--- src/rtl/dbg_mem_loader.sv ---
// dbg_mem_loader: debug-side master for data-RAM port B.
//
// Parses a byte-stream command protocol arriving from the debug UART and performs multi-word
// memory writes and reads on port B. Read data and the ACK/NAK response byte go back out on the
// UART TX byte stream. o_busy tells the core to stall its port-A accesses while a frame is live.
//
// Frame: CMD(1) ADDR(4, LE byte address) CNT(2, LE word count N) [write: N*4 data bytes, LE].
//   CMD 0x57 = write, 0x52 = read, anything else is answered with NAK 0x15.
//
// Ports:
//   clk        system clock, all logic on posedge
//   rst        synchronous active-high reset
//   rx_data    received byte            rx_valid / rx_ready  receive handshake
//   tx_data    byte to transmit         tx_valid / tx_ready  transmit handshake
//   web        port-B byte write enables (4'b1111 for one cycle per written word)
//   addrb      port-B word address (byte address >> 2)
//   dinb       port-B write data        doutb               port-B read data
//   o_busy     frame in progress (cmd accept cycle through final response byte)
//   o_timeout  one-cycle pulse when a frame is aborted by the inter-byte timeout
//
// Parameters:
//   RD_LAT     port-B read latency in cycles, addrb presented to doutb valid (>= 1)
//   TIMEOUT    idle cycles allowed between RX bytes inside a frame before abort (>= 2)

module dbg_mem_loader #(
    parameter int unsigned RD_LAT  = 1,
    parameter int unsigned TIMEOUT = 1000000
) (
    input  logic        clk,
    input  logic        rst,
    input  logic [7:0]  rx_data,
    input  logic        rx_valid,
    output logic        rx_ready,
    output logic [7:0]  tx_data,
    output logic        tx_valid,
    input  logic        tx_ready,
    output logic [3:0]  web,
    output logic [31:0] addrb,
    output logic [31:0] dinb,
    input  logic [31:0] doutb,
    output logic        o_busy,
    output logic        o_timeout
);

    localparam int unsigned TmoW = $clog2(TIMEOUT + 1);
    localparam int unsigned LatW = (RD_LAT > 1) ? $clog2(RD_LAT) : 1;

    localparam logic [TmoW-1:0] TmoLast = TmoW'(TIMEOUT - 1);
    localparam logic [LatW-1:0] LatLast = LatW'(RD_LAT - 1);

    localparam logic [7:0] CmdWrite = 8'h57;
    localparam logic [7:0] CmdRead  = 8'h52;
    localparam logic [7:0] RspAck   = 8'h06;
    localparam logic [7:0] RspNak   = 8'h15;

    typedef enum logic [3:0] {
        StIdle,
        StAddr,
        StCnt,
        StWdata,
        StWrite,
        StRreq,
        StRwait,
        StRsend,
        StDrain,
        StResp
    } state_e;

    state_e          state_q, state_d;
    logic            is_wr_q, is_wr_d;
    logic [31:0]     addr_q, addr_d;     // byte address as received
    logic [29:0]     waddr_q, waddr_d;   // word address, wraps naturally at 30 bits
    logic [15:0]     cnt_q, cnt_d;       // words remaining
    logic [1:0]      idx_q, idx_d;       // byte index within the current field/word
    logic [31:0]     word_q, word_d;     // write assembler and read shift register
    logic [7:0]      resp_q, resp_d;
    logic [TmoW-1:0] tmo_q, tmo_d;
    logic [LatW-1:0] lat_q, lat_d;

    logic        rx_fire;
    logic        tx_fire;
    logic        rx_state;
    logic        tmo_state;
    logic        tmo_fire;
    logic [15:0] cnt_new;

    // ------------------------------------------------------------------
    // Outputs decoded from registered state. Reset gates the handshakes
    // and the write strobe so nothing escapes during the reset cycle.
    // ------------------------------------------------------------------
    assign rx_state  = (state_q inside {StIdle, StAddr, StCnt, StWdata, StDrain});
    assign tmo_state = (state_q inside {StAddr, StCnt, StWdata, StDrain});

    assign rx_ready = rx_state && !rst;
    assign rx_fire  = rx_valid && rx_ready;

    assign tx_valid = (state_q == StRsend || state_q == StResp) && !rst;
    assign tx_fire  = tx_valid && tx_ready;

    always_comb begin
        tx_data = 8'h00;
        if (state_q == StResp) begin
            tx_data = resp_q;
        end else if (state_q == StRsend) begin
            tx_data = word_q[7:0];
        end
    end

    assign web   = (state_q == StWrite && !rst) ? 4'b1111 : 4'b0000;
    assign addrb = {2'b00, waddr_q};
    assign dinb  = word_q;

    // A byte arriving on the last allowed cycle still counts; only a silent cycle expires.
    assign tmo_fire  = tmo_state && !rx_fire && (tmo_q == TmoLast);
    assign o_timeout = tmo_fire && !rst;

    // Busy covers the cmd accept cycle itself, before the state register leaves IDLE.
    assign o_busy = !rst && ((state_q != StIdle) || rx_fire);

    assign cnt_new = {rx_data, cnt_q[15:8]};

    // ------------------------------------------------------------------
    // Next-state logic
    // ------------------------------------------------------------------
    always_comb begin
        state_d = state_q;
        is_wr_d = is_wr_q;
        addr_d  = addr_q;
        waddr_d = waddr_q;
        cnt_d   = cnt_q;
        idx_d   = idx_q;
        word_d  = word_q;
        resp_d  = resp_q;
        lat_d   = lat_q;

        if (!tmo_state || rx_fire) begin
            tmo_d = '0;
        end else begin
            tmo_d = tmo_q + TmoW'(1);
        end

        unique case (state_q)
            StIdle: begin
                if (rx_fire) begin
                    is_wr_d = (rx_data == CmdWrite);
                    idx_d   = 2'd0;
                    if (rx_data == CmdWrite || rx_data == CmdRead) begin
                        state_d = StAddr;
                    end else begin
                        resp_d  = RspNak;
                        state_d = StResp;
                    end
                end
            end

            StAddr: begin
                if (tmo_fire) begin
                    state_d = StIdle;
                end else if (rx_fire) begin
                    addr_d = {rx_data, addr_q[31:8]};
                    idx_d  = idx_q + 2'd1;
                    if (idx_q == 2'd3) begin
                        idx_d   = 2'd0;
                        state_d = StCnt;
                    end
                end
            end

            StCnt: begin
                if (tmo_fire) begin
                    state_d = StIdle;
                end else if (rx_fire) begin
                    cnt_d = cnt_new;
                    idx_d = idx_q + 2'd1;
                    if (idx_q == 2'd1) begin
                        idx_d   = 2'd0;
                        waddr_d = addr_q[31:2];
                        if (addr_q[1:0] != 2'b00) begin
                            // Misaligned: a write still swallows its payload so the
                            // stream stays in frame sync.
                            if (is_wr_q && cnt_new != 16'd0) begin
                                state_d = StDrain;
                            end else begin
                                resp_d  = RspNak;
                                state_d = StResp;
                            end
                        end else if (cnt_new == 16'd0) begin
                            resp_d  = RspAck;
                            state_d = StResp;
                        end else begin
                            state_d = is_wr_q ? StWdata : StRreq;
                        end
                    end
                end
            end

            StWdata: begin
                if (tmo_fire) begin
                    state_d = StIdle;
                end else if (rx_fire) begin
                    word_d = {rx_data, word_q[31:8]};
                    idx_d  = idx_q + 2'd1;
                    if (idx_q == 2'd3) begin
                        state_d = StWrite;
                    end
                end
            end

            StWrite: begin
                waddr_d = waddr_q + 30'd1;
                cnt_d   = cnt_q - 16'd1;
                idx_d   = 2'd0;
                if (cnt_q == 16'd1) begin
                    resp_d  = RspAck;
                    state_d = StResp;
                end else begin
                    state_d = StWdata;
                end
            end

            StRreq: begin
                lat_d   = '0;
                state_d = StRwait;
            end

            StRwait: begin
                if (lat_q == LatLast) begin
                    word_d  = doutb;
                    idx_d   = 2'd0;
                    state_d = StRsend;
                end else begin
                    lat_d = lat_q + LatW'(1);
                end
            end

            StRsend: begin
                if (tx_fire) begin
                    word_d = {8'h00, word_q[31:8]};
                    idx_d  = idx_q + 2'd1;
                    if (idx_q == 2'd3) begin
                        waddr_d = waddr_q + 30'd1;
                        cnt_d   = cnt_q - 16'd1;
                        if (cnt_q == 16'd1) begin
                            resp_d  = RspAck;
                            state_d = StResp;
                        end else begin
                            state_d = StRreq;
                        end
                    end
                end
            end

            StDrain: begin
                if (tmo_fire) begin
                    state_d = StIdle;
                end else if (rx_fire) begin
                    idx_d = idx_q + 2'd1;
                    if (idx_q == 2'd3) begin
                        cnt_d = cnt_q - 16'd1;
                        if (cnt_q == 16'd1) begin
                            resp_d  = RspNak;
                            state_d = StResp;
                        end
                    end
                end
            end

            StResp: begin
                if (tx_fire) begin
                    state_d = StIdle;
                end
            end

            default: begin
                state_d = StIdle;
            end
        endcase
    end

    // ------------------------------------------------------------------
    // State registers
    // ------------------------------------------------------------------
    always_ff @(posedge clk) begin
        if (rst) begin
            state_q <= StIdle;
            is_wr_q <= 1'b0;
            addr_q  <= '0;
            waddr_q <= '0;
            cnt_q   <= '0;
            idx_q   <= '0;
            word_q  <= '0;
            resp_q  <= '0;
            tmo_q   <= '0;
            lat_q   <= '0;
        end else begin
            state_q <= state_d;
            is_wr_q <= is_wr_d;
            addr_q  <= addr_d;
            waddr_q <= waddr_d;
            cnt_q   <= cnt_d;
            idx_q   <= idx_d;
            word_q  <= word_d;
            resp_q  <= resp_d;
            tmo_q   <= tmo_d;
            lat_q   <= lat_d;
        end
    end

endmodule

--- config.mk ---
export PLATFORM = sky130hd
export DESIGN_NAME = dbg_mem_loader
export DESIGN_NICKNAME = d
export VERILOG_FILES = /design/src/rtl/dbg_mem_loader.sv
export SDC_FILE = /design/constraint.sdc
export NUM_CORES = 1
export LEC_CHECK = 0
export CORE_ASPECT_RATIO = 1.2
export CORE_MARGIN = 1
export CORE_UTILIZATION = 34
export CTS_BUF_LIST = sky130_fd_sc_hd__clkbuf_2
export CTS_CLUSTER_DIAMETER = 120
export DETAILED_ROUTE_END_ITERATION = 7
export GPL_TIMING_DRIVEN = 0
export PLACE_DENSITY = 0.59
export RECOVER_POWER = 100
export SYNTH_ARGS = -nofsm -noshare
export SYNTH_HDL_FRONTEND = slang
export SYNTH_SLANG_ARGS = --single-unit
--- constraint.sdc ---
create_clock -name clk -period 5.3 [get_ports clk]
set_input_delay 0.53 -clock clk [delete_from_list [all_inputs] [get_ports clk]]
set_output_delay 0.53 -clock clk [all_outputs]
set_load 0.005 [all_outputs]
==> results of run 1 <==
## cells by family after synthesis
group	Yosys count	share of synthesized area, %
XOR/XNOR	18	2.03
AND/OR/NAND/NOR	404	25.0
AO/OA/AOI/OAI	338	29.5
multiplexers	3	0.387
other	1	0.0484
buffers and inverters	100	5.76
flip-flops	140	36.1
adder cells (fa/ha/maj)	7	1.13
## metal layers
metal  vias to the layer above  GRT usage [%]  part of all wire [%]
met5                         -              0                     0
met4                         0           10.5                   3.2
met3                        51           5.43                   6.9
met2                       318           38.6                    47
met1                      3881           28.4                    43
li1                       3962              -                     -
## final cells by class
type,count,area share [%]
Inverter,19,0.761
Clock buffer,19,1.01
Antenna cell,1,0.0267
Clock inverter,13,1.51
Buffer,81,3.79
Tap cell,279,3.72
Sequential cell,140,29.9
Multi-Input combinational cell,772,46.4
Timing Repair Buffer,121,12.9
## path summary, 6_finish.rpt
| check | endpoint | slack [ps] | depth (start not counted) |
|---|---|---|---|
| worst max register to register | waddr_q[20] | 1020 | 8 |
| worst min-delay path | dinb[9] | 340 | 3 |
| worst max-delay path | waddr_q[20] | 1020 | 8 |
| worst min register to register | tmo_q[0] | 460 | 1 |
## cell usage in the layout, fill, tap and decap left out, types with 8 or more instances in the layout
| cell | synthesis | routed |
|---|---|---|
| a211oi_1 | 14 | 20 |
| a21o_1 | 8 | 8 |
| a21oi_1 | 126 | 126 |
| a22oi_1 | 9 | 9 |
| a311oi_1 | 6 | 21 |
| and3_1 | 24 | 24 |
| clkbuf_1 | 57 | 66 |
| clkbuf_2 | 0 | 19 |
| clkdlybuf4s50_1 | 0 | 44 |
| dfxtp_1 | 140 | 140 |
| dlygate4sd3_1 | 0 | 77 |
| inv_1 | 19 | 19 |
| nand2_1 | 172 | 172 |
| nand3_1 | 34 | 34 |
| nand4_1 | 12 | 13 |
| nor2_1 | 76 | 76 |
| nor3_1 | 20 | 20 |
| nor4_1 | 7 | 8 |
| o21ai_0 | 83 | 83 |
| or3_1 | 11 | 11 |
| xor2_1 | 12 | 12 |
## critical path, stage by stage, from the launching register on
cell and delay (ps):
dfxtp_1 400, clkbuf_1 380, clkbuf_1 470, nand4_1 220, a2111oi_0 1820, clkbuf_1 490, o21ai_0 180, a22oi_1 170
nor2_1 60
## power by group
part / switching (W) / internal, W / total, W
clock network: 0.000430 / 0.000222 / 0.000653
registers: 0.000112 / 0.00116 / 0.00128
logic: 0.000792 / 0.000473 / 0.00127
total: 0.00133 / 0.00186 / 0.00320
## flip-flops by register name (all words and copies together), names as in the netlist
register,count
resp_q,3
state_q,4
cnt_q,16
tmo_q,20
is_wr_q,1
addr_q,32
idx_q,2
waddr_q,30
dinb,32
## per-stage QoR
stage	instances	hold slack (ps)	area, um^2
global placement	1412	427	9320
CTS	1444	293	9550
floorplan	1012	413	7760
detailed placement	1412	435	9320
global route	1445	254	9380
finish	1445	336	9380
==> impl_metrics.prom, run 1 <==
# TYPE chip_impl_metric gauge
chip_impl_metric{name="seqCellArea",unit="mm^2"} 0.00280
chip_impl_info{name="hold_start",value="doutb[9]"} 1
chip_impl_metric{name="count_of_cells_resized_by_post_cts_repair",unit=""} 0
chip_impl_metric{name="via_per_inst",unit=""} 5.68
chip_impl_metric{name="insertion_delay",unit="ps"} 750
chip_impl_metric{name="drive_gt1_share",unit="%"} 5.32
chip_impl_metric{name="final-max-slew-violation-count",unit=""} 9
chip_impl_metric{name="gp_routability_congestion",unit=""} 0.900
chip_impl_metric{name="multiInputGateArea",unit="mm^2"} 0.00435
chip_impl_info{name="netlist.top_cell.by_area",value="dfxtp_1"} 1
chip_impl_info{name="timing.hold.worst.class",value="in2reg"} 1
chip_impl_metric{name="share_of_synthesized_area_occupied_by_flip_flops_and_latches",unit="%"} 36.1
chip_impl_metric{name="fin_setup_tns",unit="ps"} 0
chip_impl_metric{name="floorplan.die.height",unit="um"} 167
chip_impl_metric{name="max_cap_viol_count",unit=""} 1
chip_impl_metric{name="arrival",unit="ps"} 4900
chip_impl_metric{name="power",unit="W"} 0.00320
chip_impl_metric{name="yosysUniqueCellTypes",unit=""} 75
chip_impl_info{name="setup_repair_after_global_routing_missed_its_margin",value="no"} 1
chip_impl_metric{name="finalWorstSetupSlack",unit="ps"} 1020
chip_impl_metric{name="grt_first_pass_wirelength",unit="mm"} 42.7
chip_impl_metric{name="postSynthAreaPerCell",unit="um^2"} 7.67
chip_impl_info{name="synthTopCellsByCount",value="nand2_1, dfxtp_1, a21oi_1"} 1
chip_impl_metric{name="p_leak",unit="nW"} 3.19
chip_impl_metric{name="port_buffers",unit=""} 121
chip_impl_metric{name="count_of_flip_flops_with_a_built_in_enable_after_synthesis",unit=""} 0
chip_impl_metric{name="final.setup_skew",unit="ps"} 57.8
chip_impl_metric{name="avgRoutedWirePerCell",unit="um"} 18.7
chip_impl_info{name="critical_path.startpoint_type",value="register"} 1
chip_impl_metric{name="drt_pass1_iterations",unit=""} 5
chip_impl_metric{name="cts.clk_slew.worst_paths",unit="ps"} 230
chip_impl_info{name="clk_root_buffer_cell",value="clkbuf_2"} 1
chip_impl_metric{name="synth.ff_latch_count",unit=""} 140
chip_impl_metric{name="grt_usage",unit="%"} 23.2
chip_impl_metric{name="peakVddDrop",unit="mV"} 0.138
chip_impl_metric{name="holdBufCountCts",unit=""} 0
chip_impl_metric{name="synth.cell_area",unit="mm^2"} 0.00775
chip_impl_metric{name="finalNetCount",unit=""} 1203
chip_impl_metric{name="portion_of_synthesized_cell_area_occupied_by_the_leading_cell_type",unit="%"} 36.1
chip_impl_metric{name="fillcell_total",unit=""} 2354
chip_impl_metric{name="antenna_found_initial",unit=""} 2
chip_impl_metric{name="detailed_place_hpwl",unit="mm"} 20.1
chip_impl_metric{name="violation_count_after_the_first_detailed_routing_iteration",unit=""} 614
chip_impl_info{name="critPathCaptureType",value="register"} 1
chip_impl_metric{name="dp_worst_setup_slack",unit="ps"} 1390
chip_impl_metric{name="hold_viol_final",unit=""} 0
chip_impl_info{name="worstSetupStartpoint",value="state_q[0]"} 1
chip_impl_metric{name="routed_wirelength",unit="mm"} 27.0
chip_impl_info{name="synth.top_cells.by_area",value="dfxtp_1, nand2_1, a21oi_1"} 1
chip_impl_metric{name="synth_cells",unit=""} 1011
chip_impl_metric{name="final_clock_period_utilization_by_the_worst_path",unit="%"} 80.7
chip_impl_info{name="timing.rr.start",value="state_q[0]"} 1
chip_impl_metric{name="worst_slew_pin_tran",unit="ps"} 2240
chip_impl_info{name="tritoncts",value="built"} 1
chip_impl_metric{name="fp.dieW",unit="um"} 140
chip_impl_metric{name="dieArea",unit="mm^2"} 0.0234
chip_impl_metric{name="critical_path_fanouts_max",unit=""} 10
chip_impl_metric{name="postSynth.asyncResetShare",unit="%"} 0
chip_impl_info{name="failed_checks",value="max-capacitance violations, max-slew violations"} 1
chip_impl_metric{name="core_area",unit="mm^2"} 0.0224
chip_impl_info{name="crit_type",value="reg2reg"} 1
chip_impl_metric{name="post-route-util",unit="%"} 41.9
chip_impl_metric{name="grt_pass1_vias",unit=""} 7765
chip_impl_metric{name="critical_path_required",unit="ps"} 5920
chip_impl_metric{name="grt.overflow.total",unit=""} 0
chip_impl_metric{name="finalSetupViolations",unit=""} 0
chip_impl_info{name="outcome",value="finished with violations"} 1
chip_impl_metric{name="design.portCount",unit=""} 124
chip_impl_metric{name="drtAntennaViolNets",unit=""} 0
chip_impl_metric{name="postCtsSetupRepairBufs",unit=""} 0
chip_impl_metric{name="max_freq",unit="MHz"} 234
chip_impl_metric{name="area_delta_synth_final",unit="%"} 20.9
chip_impl_metric{name="cts-root-to-sink-buffers",unit=""} 2
chip_impl_info{name="synth.most_common_cell",value="nand2_1"} 1
chip_impl_metric{name="floorplan.initialDensity",unit="%"} 34.7
chip_impl_info{name="synth_ff_type",value="dfxtp_1"} 1
chip_impl_metric{name="drc_errors",unit=""} 0
chip_impl_metric{name="yosysWarnings",unit=""} 0
chip_impl_metric{name="post-route-min-period",unit="ps"} 4280
chip_impl_metric{name="ctsHtreeMaxLevel",unit=""} 4
chip_impl_metric{name="maxSlewHeadroom",unit="%"} -53.1
chip_impl_metric{name="routed-via-count",unit=""} 8212
chip_impl_metric{name="ratio_of_total_power_to_cell_area",unit="mW/mm^2"} 341
chip_impl_metric{name="tritoncts.num_buffers",unit=""} 17
chip_impl_metric{name="cts.sinks",unit=""} 140
chip_impl_metric{name="maximum_number_of_pins_on_one_net_before_global_route_repair",unit=""} 17
chip_impl_metric{name="std_cell_rows",unit=""} 60
(Power assumes the default switching activity.)
==> inputs of run 2 (changes only) <==
clock period = 4 ns   (was 5.3 ns; I/O delays follow)
==> run 2 against run 1 <==
The flow still finishes with violations (max-capacitance violations, max-slew violations). Critical path type is now reg2out. Design area stayed put. Sequential cell count unchanged. Non-clock buffer count is the same. First-iteration DRC count increased by 4.6%. Global-route usage unchanged. Sequential share of layout area stayed put. Final cell count did not move. Clock skew increased by 1.4 ps.
==> impl_metrics.prom, run 2 (synthesized netlist as in run 1, its figures left out) <==
# TYPE chip_impl_metric gauge
chip_impl_metric{name="arrival",unit="ps"} 3260
chip_impl_metric{name="final-max-slew-violation-count",unit=""} 9
chip_impl_metric{name="design.portCount",unit=""} 124
chip_impl_info{name="clk_root_buffer_cell",value="clkbuf_2"} 1
chip_impl_metric{name="min_delay_path_depth",unit=""} 3
chip_impl_metric{name="reg2reg_depth",unit=""} 7
chip_impl_metric{name="gp_routability_congestion",unit=""} 0.900
chip_impl_info{name="hold_start",value="doutb[9]"} 1
chip_impl_metric{name="finalWorstSetupSlack",unit="ps"} 345
chip_impl_metric{name="critical_path_required",unit="ps"} 3600
chip_impl_info{name="setup_repair_after_global_routing_missed_its_margin",value="no"} 1
chip_impl_metric{name="antenna_found_initial",unit=""} 2
chip_impl_metric{name="critical_path.max_stage_delay",unit="ps"} 660
chip_impl_metric{name="finalSetupViolations",unit=""} 0
chip_impl_metric{name="avgRoutedWirePerCell",unit="um"} 18.7
chip_impl_metric{name="fp.dieW",unit="um"} 140
chip_impl_metric{name="final_clock_period_utilization_by_the_worst_path",unit="%"} 91.4
chip_impl_metric{name="cts.sinks",unit=""} 140
chip_impl_metric{name="area_delta_synth_final",unit="%"} 20.9
chip_impl_metric{name="hold_viol_final",unit=""} 0
chip_impl_info{name="crit_type",value="reg2out"} 1
chip_impl_metric{name="core_area",unit="mm^2"} 0.0224
chip_impl_metric{name="post-route-min-period",unit="ps"} 3660
chip_impl_metric{name="power.share.combinational",unit="%"} 39.7
chip_impl_metric{name="fillcell_total",unit=""} 2353
chip_impl_metric{name="grt.overflow.total",unit=""} 0
chip_impl_metric{name="finalNetCount",unit=""} 1203
chip_impl_info{name="layout_common_cells",value="nand2_1, dfxtp_1, a21oi_1"} 1
chip_impl_metric{name="detailed_place_hpwl",unit="mm"} 20.1
chip_impl_metric{name="maximum_number_of_pins_on_one_net_before_global_route_repair",unit=""} 17
chip_impl_info{name="critical-path-slowest-cell",value="dlygate4sd3_1"} 1
chip_impl_metric{name="peakVddDrop",unit="mV"} 0.183
chip_impl_metric{name="grt_usage",unit="%"} 23.2
chip_impl_metric{name="ratio_of_total_power_to_cell_area",unit="mW/mm^2"} 451
chip_impl_metric{name="floorplan.die.height",unit="um"} 167
chip_impl_info{name="critical_path.startpoint_type",value="register"} 1
chip_impl_info{name="tritoncts",value="built"} 1
chip_impl_metric{name="grt_first_pass_wirelength",unit="mm"} 42.7
chip_impl_info{name="worstSetupStartpoint",value="state_q[2]"} 1
chip_impl_metric{name="count_of_cells_resized_by_post_cts_repair",unit=""} 0
chip_impl_metric{name="drc_errors",unit=""} 0
chip_impl_info{name="failed_checks",value="max-capacitance violations, max-slew violations"} 1
chip_impl_metric{name="insertion_delay",unit="ps"} 750
chip_impl_metric{name="holdBufCountCts",unit=""} 0
chip_impl_metric{name="power",unit="W"} 0.00423
chip_impl_metric{name="ctsHtreeMaxLevel",unit=""} 4
chip_impl_metric{name="postCtsSetupRepairBufs",unit=""} 0
chip_impl_metric{name="max_freq",unit="MHz"} 274
chip_impl_info{name="timing.hold.worst.class",value="in2reg"} 1
chip_impl_metric{name="drtAntennaViolNets",unit=""} 0
chip_impl_metric{name="routed_wirelength",unit="mm"} 27.0
chip_impl_metric{name="dieArea",unit="mm^2"} 0.0234
chip_impl_metric{name="p_int",unit="W"} 0.00247
chip_impl_metric{name="cts.clk_slew.worst_paths",unit="ps"} 230
chip_impl_metric{name="fin_setup_tns",unit="ps"} 0
chip_impl_metric{name="via_per_inst",unit=""} 5.68
chip_impl_metric{name="multiInputGateArea",unit="mm^2"} 0.00435
chip_impl_metric{name="drive_gt1_share",unit="%"} 5.49
chip_impl_info{name="crit_chain",value="clkbuf_1, buf_4, and3b_1, clkbuf_1, nor2_1, nor3_1, dlygate4sd3_1"} 1
chip_impl_metric{name="globalRouteMet2Util",unit="%"} 38.6
chip_impl_metric{name="worst_hold_slack",unit="ps"} 211
chip_impl_metric{name="routed-via-count",unit=""} 8204
chip_impl_metric{name="worst_slew_pin_tran",unit="ps"} 1550
chip_impl_metric{name="gr-usage-met1",unit="%"} 28.4
chip_impl_metric{name="power.clock.fraction",unit="%"} 20.4
chip_impl_metric{name="switchingPower",unit="W"} 0.00176
chip_impl_info{name="outcome",value="finished with violations"} 1
chip_impl_info{name="timing.rr.start",value="state_q[2]"} 1
chip_impl_metric{name="violation_count_after_the_first_detailed_routing_iteration",unit=""} 642
chip_impl_info{name="critPathCaptureType",value="output pin"} 1
chip_impl_metric{name="tritoncts.num_buffers",unit=""} 17
chip_impl_metric{name="final.setup_skew",unit="ps"} 59.3
chip_impl_metric{name="groute.layer.met3.usage",unit="%"} 5.43
chip_impl_info{name="gr-max-usage-layer",value="met2"} 1
chip_impl_metric{name="reg_power_share",unit="%"} 40.0
chip_impl_metric{name="power.switching_fraction",unit="%"} 41.7
chip_impl_metric{name="cts-root-to-sink-buffers",unit=""} 2
chip_impl_metric{name="std_cell_rows",unit=""} 60
chip_impl_metric{name="dp_worst_setup_slack",unit="ps"} 346
chip_impl_metric{name="p_leak",unit="nW"} 3.19
chip_impl_metric{name="post-route-util",unit="%"} 41.9
chip_impl_metric{name="seqCellArea",unit="mm^2"} 0.00280
chip_impl_metric{name="floorplan.initialDensity",unit="%"} 34.7
chip_impl_metric{name="maxSlewHeadroom",unit="%"} -3.64
chip_impl_metric{name="grt_pass1_vias",unit=""} 7765
chip_impl_metric{name="critical_path_fanouts_max",unit=""} 10
chip_impl_metric{name="max_cap_viol_count",unit=""} 1
chip_impl_info{name="crit_top_cell",value="clkbuf_1"} 1
chip_impl_metric{name="drt_pass1_iterations",unit=""} 7
chip_impl_metric{name="port_buffers",unit=""} 121
chip_impl_info{name="leading_cell_type_in_the_layout_fill_and_taps_excluded",value="nand2_1"} 1
==> run 2: worst max-delay path, delay by kind of cell, from the launching register on <==
kind / cells / cell delay, ps
buf+inv: 4 / 1580
simple gates: 3 / 620
flops: 1 / 350
==> run 2: layout make-up <==
| cell class | count | share of cell area [%] |
|---|---|---|
| Antenna cell | 1 | 0.0267 |
| Buffer | 81 | 3.78 |
| Clock buffer | 19 | 1.01 |
| Clock inverter | 13 | 1.51 |
| Inverter | 19 | 0.761 |
| Multi-Input combinational cell | 772 | 46.4 |
| Sequential cell | 140 | 29.9 |
| Tap cell | 279 | 3.72 |
| Timing Repair Buffer | 121 | 12.9 |
==> run 2: worst paths after layout <==
kind | endpoint | slack [ps]
worst max register to register | waddr_q[20] | 500
worst min register to register | tmo_q[0] | 460
worst max-delay path | tx_valid | 340
worst min-delay path | dinb[9] | 210
==> run 2: metal layers <==
metal | routed length [um] | vias up | part of all wire [%]
met3 | 1870 | 56 | 6.9
li1 | - | 3953 | -
met2 | 12700 | 345 | 47
met4 | 924 | 0 | 3.4
met1 | 11500 | 3850 | 42
met5 | 0 | - | 0
==> run 2: per-stage QoR <==
| step | cells | instance area, um^2 |
|---|---|---|
| after floorplan | 1012 | 7760 |
| after global placement | 1412 | 9320 |
| after detailed placement | 1412 | 9320 |
| after CTS | 1444 | 9550 |
| after global routing | 1445 | 9380 |
| final | 1445 | 9380 |
==> run 2: power by group through the flow <==
stage / Sequential, W / Clock [W] / Combinational [W]
2_1_floorplan: 0.00168 / 0 / 0.00116
3_3_place_gp: 0.00172 / 0 / 0.00172
3_5_place_dp: 0.00172 / 0 / 0.00173
4_1_cts: 0.00169 / 0.000886 / 0.00174
5_1_grt: 0.00171 / 0.000955 / 0.00184
6_report: 0.00169 / 0.000862 / 0.00168
==> inputs of run 3 (changes only) <==
SETUP_SLACK_MARGIN = 0.1   (was default)
==> results of run 3 <==
The final DEF is identical to that of run 2; final timing and power are the same.
==> RTL change 1 (settings of run 2) <==
Make the reset (`rst`) asynchronous in one clocked block. Comments in the files are not updated.
--- a/src/rtl/dbg_mem_loader.sv
+++ b/src/rtl/dbg_mem_loader.sv
@@ -280,7 +280,7 @@
     // ------------------------------------------------------------------
     // State registers
     // ------------------------------------------------------------------
-    always_ff @(posedge clk) begin
+    always_ff @(posedge clk or posedge rst) begin
         if (rst) begin
             state_q <= StIdle;
             is_wr_q <= 1'b0;
Check against the original RTL: differs if rst is asserted again (counterexample within 4 cycles, from zero or initial values and one cycle with rst high); with rst held inactive, the same outputs for 4 cycles.
==> RTL change 1 against run 2 <==
The run ends with design-rule violations, max-capacitance violations, max-slew violations left; register-to-register slack worse by 0.05 ns; final area up 0.97%; non-clock buffer count down 17; area after synthesis down 1.2%; maximum frequency up 3.0%; sequential share of layout area up 7.1 points; wire length down 16%; sequential cell count unchanged; final cell count down 11%; worst setup slack better by 0.11 ns; total power up 48%; die area down 1.2%; critical endpoint is now waddr_q[23]; highest routed layer unchanged.
==> RTL change 1: results <==
metrics = {
    "timing": {
        "layout_setup_ws_ns": 0.4518,
        "finalClockSkew_ns": 0.03496,
        "report.final.slew_viol_count": 78,
    },
    "finish": {
        "seq_area_share_pct": 37.03,
        "filler_cell_count": 2244,
        "non_clk_bufs": 185,
        "num-nonclk-inverters": 17,
        "layout.sequential_cells": 140,
    },
    "power": {
        "combinationalPower_mw": 2.88,
        "max-vdd-ir-drop_v": 0.0002681,
        "power.sequential.fraction_pct": 40.5,
        "total_power_mw": 6.255,
        "cellLeakagePower_nw": 3.954,
    },
    "detailed_routing": {
        "met2WireLength_um": 10980,
        "drc": 7,
        "first_iter_violations": 491,
        "wirelength_met1_um": 10130,
    },
    "global_route": {
        "antenna_found_initial": 1,
        "grt_first_pass_wirelength_um": 37340,
        "groute.layer.met2.usage_pct": 33.75,
    },
    "critical_path": {
        "crit_path_top_delay_cell": "sky130_fd_sc_hd__o21ai_1",
        "r2r_cells": 9,
    },
    "outcome": {
        "violations_in_the_final_reports": "design-rule violations, max-capacitance violations, max-slew violations",
        "status": "finished, violations left",
    },
    "yosys": {
        "synthTopCellsByCount": "sky130_fd_sc_hd__dfrtp_1 (140), sky130_fd_sc_hd__nand2_1 (96), sky130_fd_sc_hd__nor2_1 (73)",
        "yosys-mux-area-fraction_pct": 8.690,
        "post_synth_xor_area_fraction_pct": 1.715,
    },
    "worst_hold_path": {
        "min_delay_src": "doutb[1]",
    },
    "cts": {
        "cts.reportedPaths.clkPinSlew_ns": 0.19,
    },
    "run": {
        "max_cap_viol_count": 2,
    },
}
==> RTL change 1: cell count changes after synthesis, moves of 23 or more <==
cell,run 2,this run
sky130_fd_sc_hd__mux2_1,0,28
sky130_fd_sc_hd__a21oi_1,126,69
sky130_fd_sc_hd__o21ai_0,83,30
sky130_fd_sc_hd__nand2_1,172,96
sky130_fd_sc_hd__dfrtp_1,0,140
sky130_fd_sc_hd__o21ai_1,0,61
sky130_fd_sc_hd__dfxtp_1,140,0
sky130_fd_sc_hd__mux2i_1,3,26
==> RTL change 1: per-stage QoR <==
step / cells / setup TNS (ns) / instance area, um2 / utilization [%] / hold WS (ns)
after floorplan: 848 / -0.7032 / 7691 / - / 0.4345
after global placement: 1243 / -234.76 / 9245 / 42.17 / 0.4710
after detailed placement: 1246 / 0 / 9305 / 42.44 / 0.4625
after CTS: 1275 / 0 / 9527 / 43.45 / 0.2470
after global routing: 1279 / 0 / 9467 / 43.18 / 0.2611
final: 1279 / 0 / 9467 / 43.18 / 0.2945
==> RTL change 2 (flow settings as in run 2) <==
Without the edit above. The parameter `TIMEOUT` goes from 1000000 to 2000000.
--- a/src/rtl/dbg_mem_loader.sv
+++ b/src/rtl/dbg_mem_loader.sv
@@ -24,7 +24,7 @@
 
 module dbg_mem_loader #(
     parameter int unsigned RD_LAT  = 1,
-    parameter int unsigned TIMEOUT = 1000000
+    parameter int unsigned TIMEOUT = 2000000
 ) (
     input  logic        clk,
     input  logic        rst,
Function: same outputs for any inputs over 4 cycles, from zero or initial values and one cycle with rst high; that may be too few to reach the edited logic, so the function may still have changed.
==> RTL change 2 against run 2 <==
The run ends with design-rule violations left; global-route usage down 0.34 points; wire length decreased by 1.4%; final area increased by 0.55%; synthesized cell count rose by 0.49%; total power increased by 13%; worst setup slack gained 0.050 ns; sequential cell count up 1; critical path depth did not move; area after synthesis decreased by 0.13%; largest cell class unchanged; critical path type unchanged; clock power decreased by 4.9%; core utilization grew 0.23 points.
==> RTL change 2: results <==
metrics = {
    "timing": {
        "finalClockSkew_ns": 0.03894,
        "timing.slew.headroom_pct": 35.49,
    },
    "detailed_routing": {
        "drt-pass1-iter-count": 8,
        "drc": 6,
        "drt-vias-per-instance": 5.614,
        "first_iter_violations": 588,
        "routedWlPerCell_um": 18.36,
    },
    "yosys": {
        "synth-edff-count": 0,
        "synth_ff_type": "sky130_fd_sc_hd__dfxtp_1",
        "synth-warning-count": 0,
        "ys_async_sr_fraction_pct": 0,
        "yosys.area_share.adder_pct": 1.131,
        "synthTopCellsByCount": "sky130_fd_sc_hd__nand2_1 (175), sky130_fd_sc_hd__dfxtp_1 (141), sky130_fd_sc_hd__a21oi_1 (132)",
        "synth-seq-area-share_pct": 36.45,
        "yosys-mux-area-fraction_pct": 0.1293,
        "post_synth_xor_area_fraction_pct": 2.488,
        "post_synth_num_cell_types": 67,
        "synth_compound_gate_area_share_pct": 29.10,
        "synth_area_per_cell_um2": 7.622,
        "synth.top_cells.by_area": "sky130_fd_sc_hd__dfxtp_1 (36%), sky130_fd_sc_hd__a21oi_1 (8.5%), sky130_fd_sc_hd__nand2_1 (8.5%)",
    },
    "finish": {
        "post_layout_nonfiller_instances": 1450,
        "filler_cell_count": 2386,
        "post_route_cells_drive_above_1_share_pct": 6.843,
        "fin_nets": 1207,
    },
    "critical_path": {
        "crit_path_max_fanout": 10,
        "critPathArrivalTime_ns": 3.21,
    },
    "global_route": {
        "grt_first_pass_wirelength_um": 42200,
        "vias_in_the_first_global_route": 7611,
        "antenna_found_initial": 1,
        "combined_global_route_utilization_of_all_metal_layers_pct": 22.86,
        "maximum_number_of_pins_on_one_net_before_global_route_repair": 17,
    },
    "cts": {
        "cts.reportedPaths.clkPinSlew_ns": 0.25,
        "worstSkewPairLatency_ns": 0.75,
        "max_clock_buf_depth": 2,
        "clock_tree.root_cell": "sky130_fd_sc_hd__clkbuf_2",
        "cts_htree_levels": 4,
        "cts.repair.resized": 0,
        "postCtsSetupRepairBufs": 0,
        "tritoncts.num_buffers": 17,
    },
    "power": {
        "max-vdd-ir-drop_v": 0.0003029,
        "power_switching_mw": 2.147,
        "cellLeakagePower_nw": 3.232,
    },
    "placement": {
        "placedCellCount": 1416,
        "io_buffer_count": 120,
        "routability_congestion": 0.9314,
        "dp_hpwl_um": 19580,
    },
    "outcome": {
        "violations_in_the_final_reports": "design-rule violations",
        "status": "finished, violations left",
    },
    "die": {
        "floorplan.rows": 60,
    },
    "worst_hold_path": {
        "hold_class": "in -> reg",
    },
}
[RTL change 2: power groups by stage]
stage	combinational, mW	clock [mW]	sequential (mW)
after floorplan	1.50	0	1.76
after global placement	2.24	0	1.80
after detailed placement	2.25	0	1.81
after CTS	2.26	0.843	1.78
after global routing	2.42	0.901	1.81
final	2.21	0.820	1.78
[RTL change 2: cell type report]
cell class | instances | area share, %
clock buffer | 17 | 0.9026
timing repair buffer | 120 | 12.74
multi-input combinational | 780 | 47.15
tap | 279 | 3.703
inverter | 14 | 0.5575
antenna | 2 | 0.05309
buffer | 82 | 3.504
clock inverter | 15 | 1.447
sequential | 141 | 29.94
[RTL change 2: final timing paths]
check              from        end  slack, ns  cells past startpoint
max          state_q[1]  o_timeout       0.39                      7
min            doutb[9]    dinb[9]       0.20                      3
max reg2reg  state_q[0]    dinb[1]       0.72                      8
min reg2reg   addr_q[4]  addr_q[4]       0.47                      2
[RTL change 2: cell families (layout without fill, tap and decap cells)]
group                      after synthesis  after routing
adders and majority gates                7              7
muxes                                    1              1
other                                    1              4
and+or+nand+nor                        412            412
AOI/OAI and AO/OA                      336            336
xor gates and xnor gates                22             22
DFF                                    141            141
buffers and inverters                   96            248
[RTL change 2: stage by stage]
step                      utilization (%)  total power [mW]  setup WS [ns]  instance area (um2)  hold WS, ns
after global placement              41.56             4.043         0.8664                 9298       0.4431
after floorplan                         -             3.260          1.730                 7747       0.4299
after global routing                42.14             5.131         0.1798                 9427       0.1641
after CTS                           42.55             4.877         0.3956                 9519       0.1764
after detailed placement            41.56             4.053         0.8718                 9298       0.4473
final                               42.14             4.800         0.3945                 9427       0.2038
[RTL change 2: critical path, stage by stage (launching register included)]
cell and delay [ns]:
sky130_fd_sc_hd__dfxtp_1 0.35, sky130_fd_sc_hd__clkbuf_1 0.30, sky130_fd_sc_hd__clkbuf_1 0.45, sky130_fd_sc_hd__o21ai_0 0.20
sky130_fd_sc_hd__o211ai_1 0.21, sky130_fd_sc_hd__clkbuf_1 0.42, sky130_fd_sc_hd__nor2_1 0.11, sky130_fd_sc_hd__clkdlybuf4s50_1 0.46
[RTL change 2: layer usage]
metal | GRT usage (%) | vias up | part of all wire (%)
li1 | - | 3940 | -
met2 | 38.02 | 279 | 48
met5 | 0 | - | 0
met3 | 3.632 | 44 | 5.6
met4 | 8.361 | 0 | 2.5
met1 | 29.74 | 3877 | 44
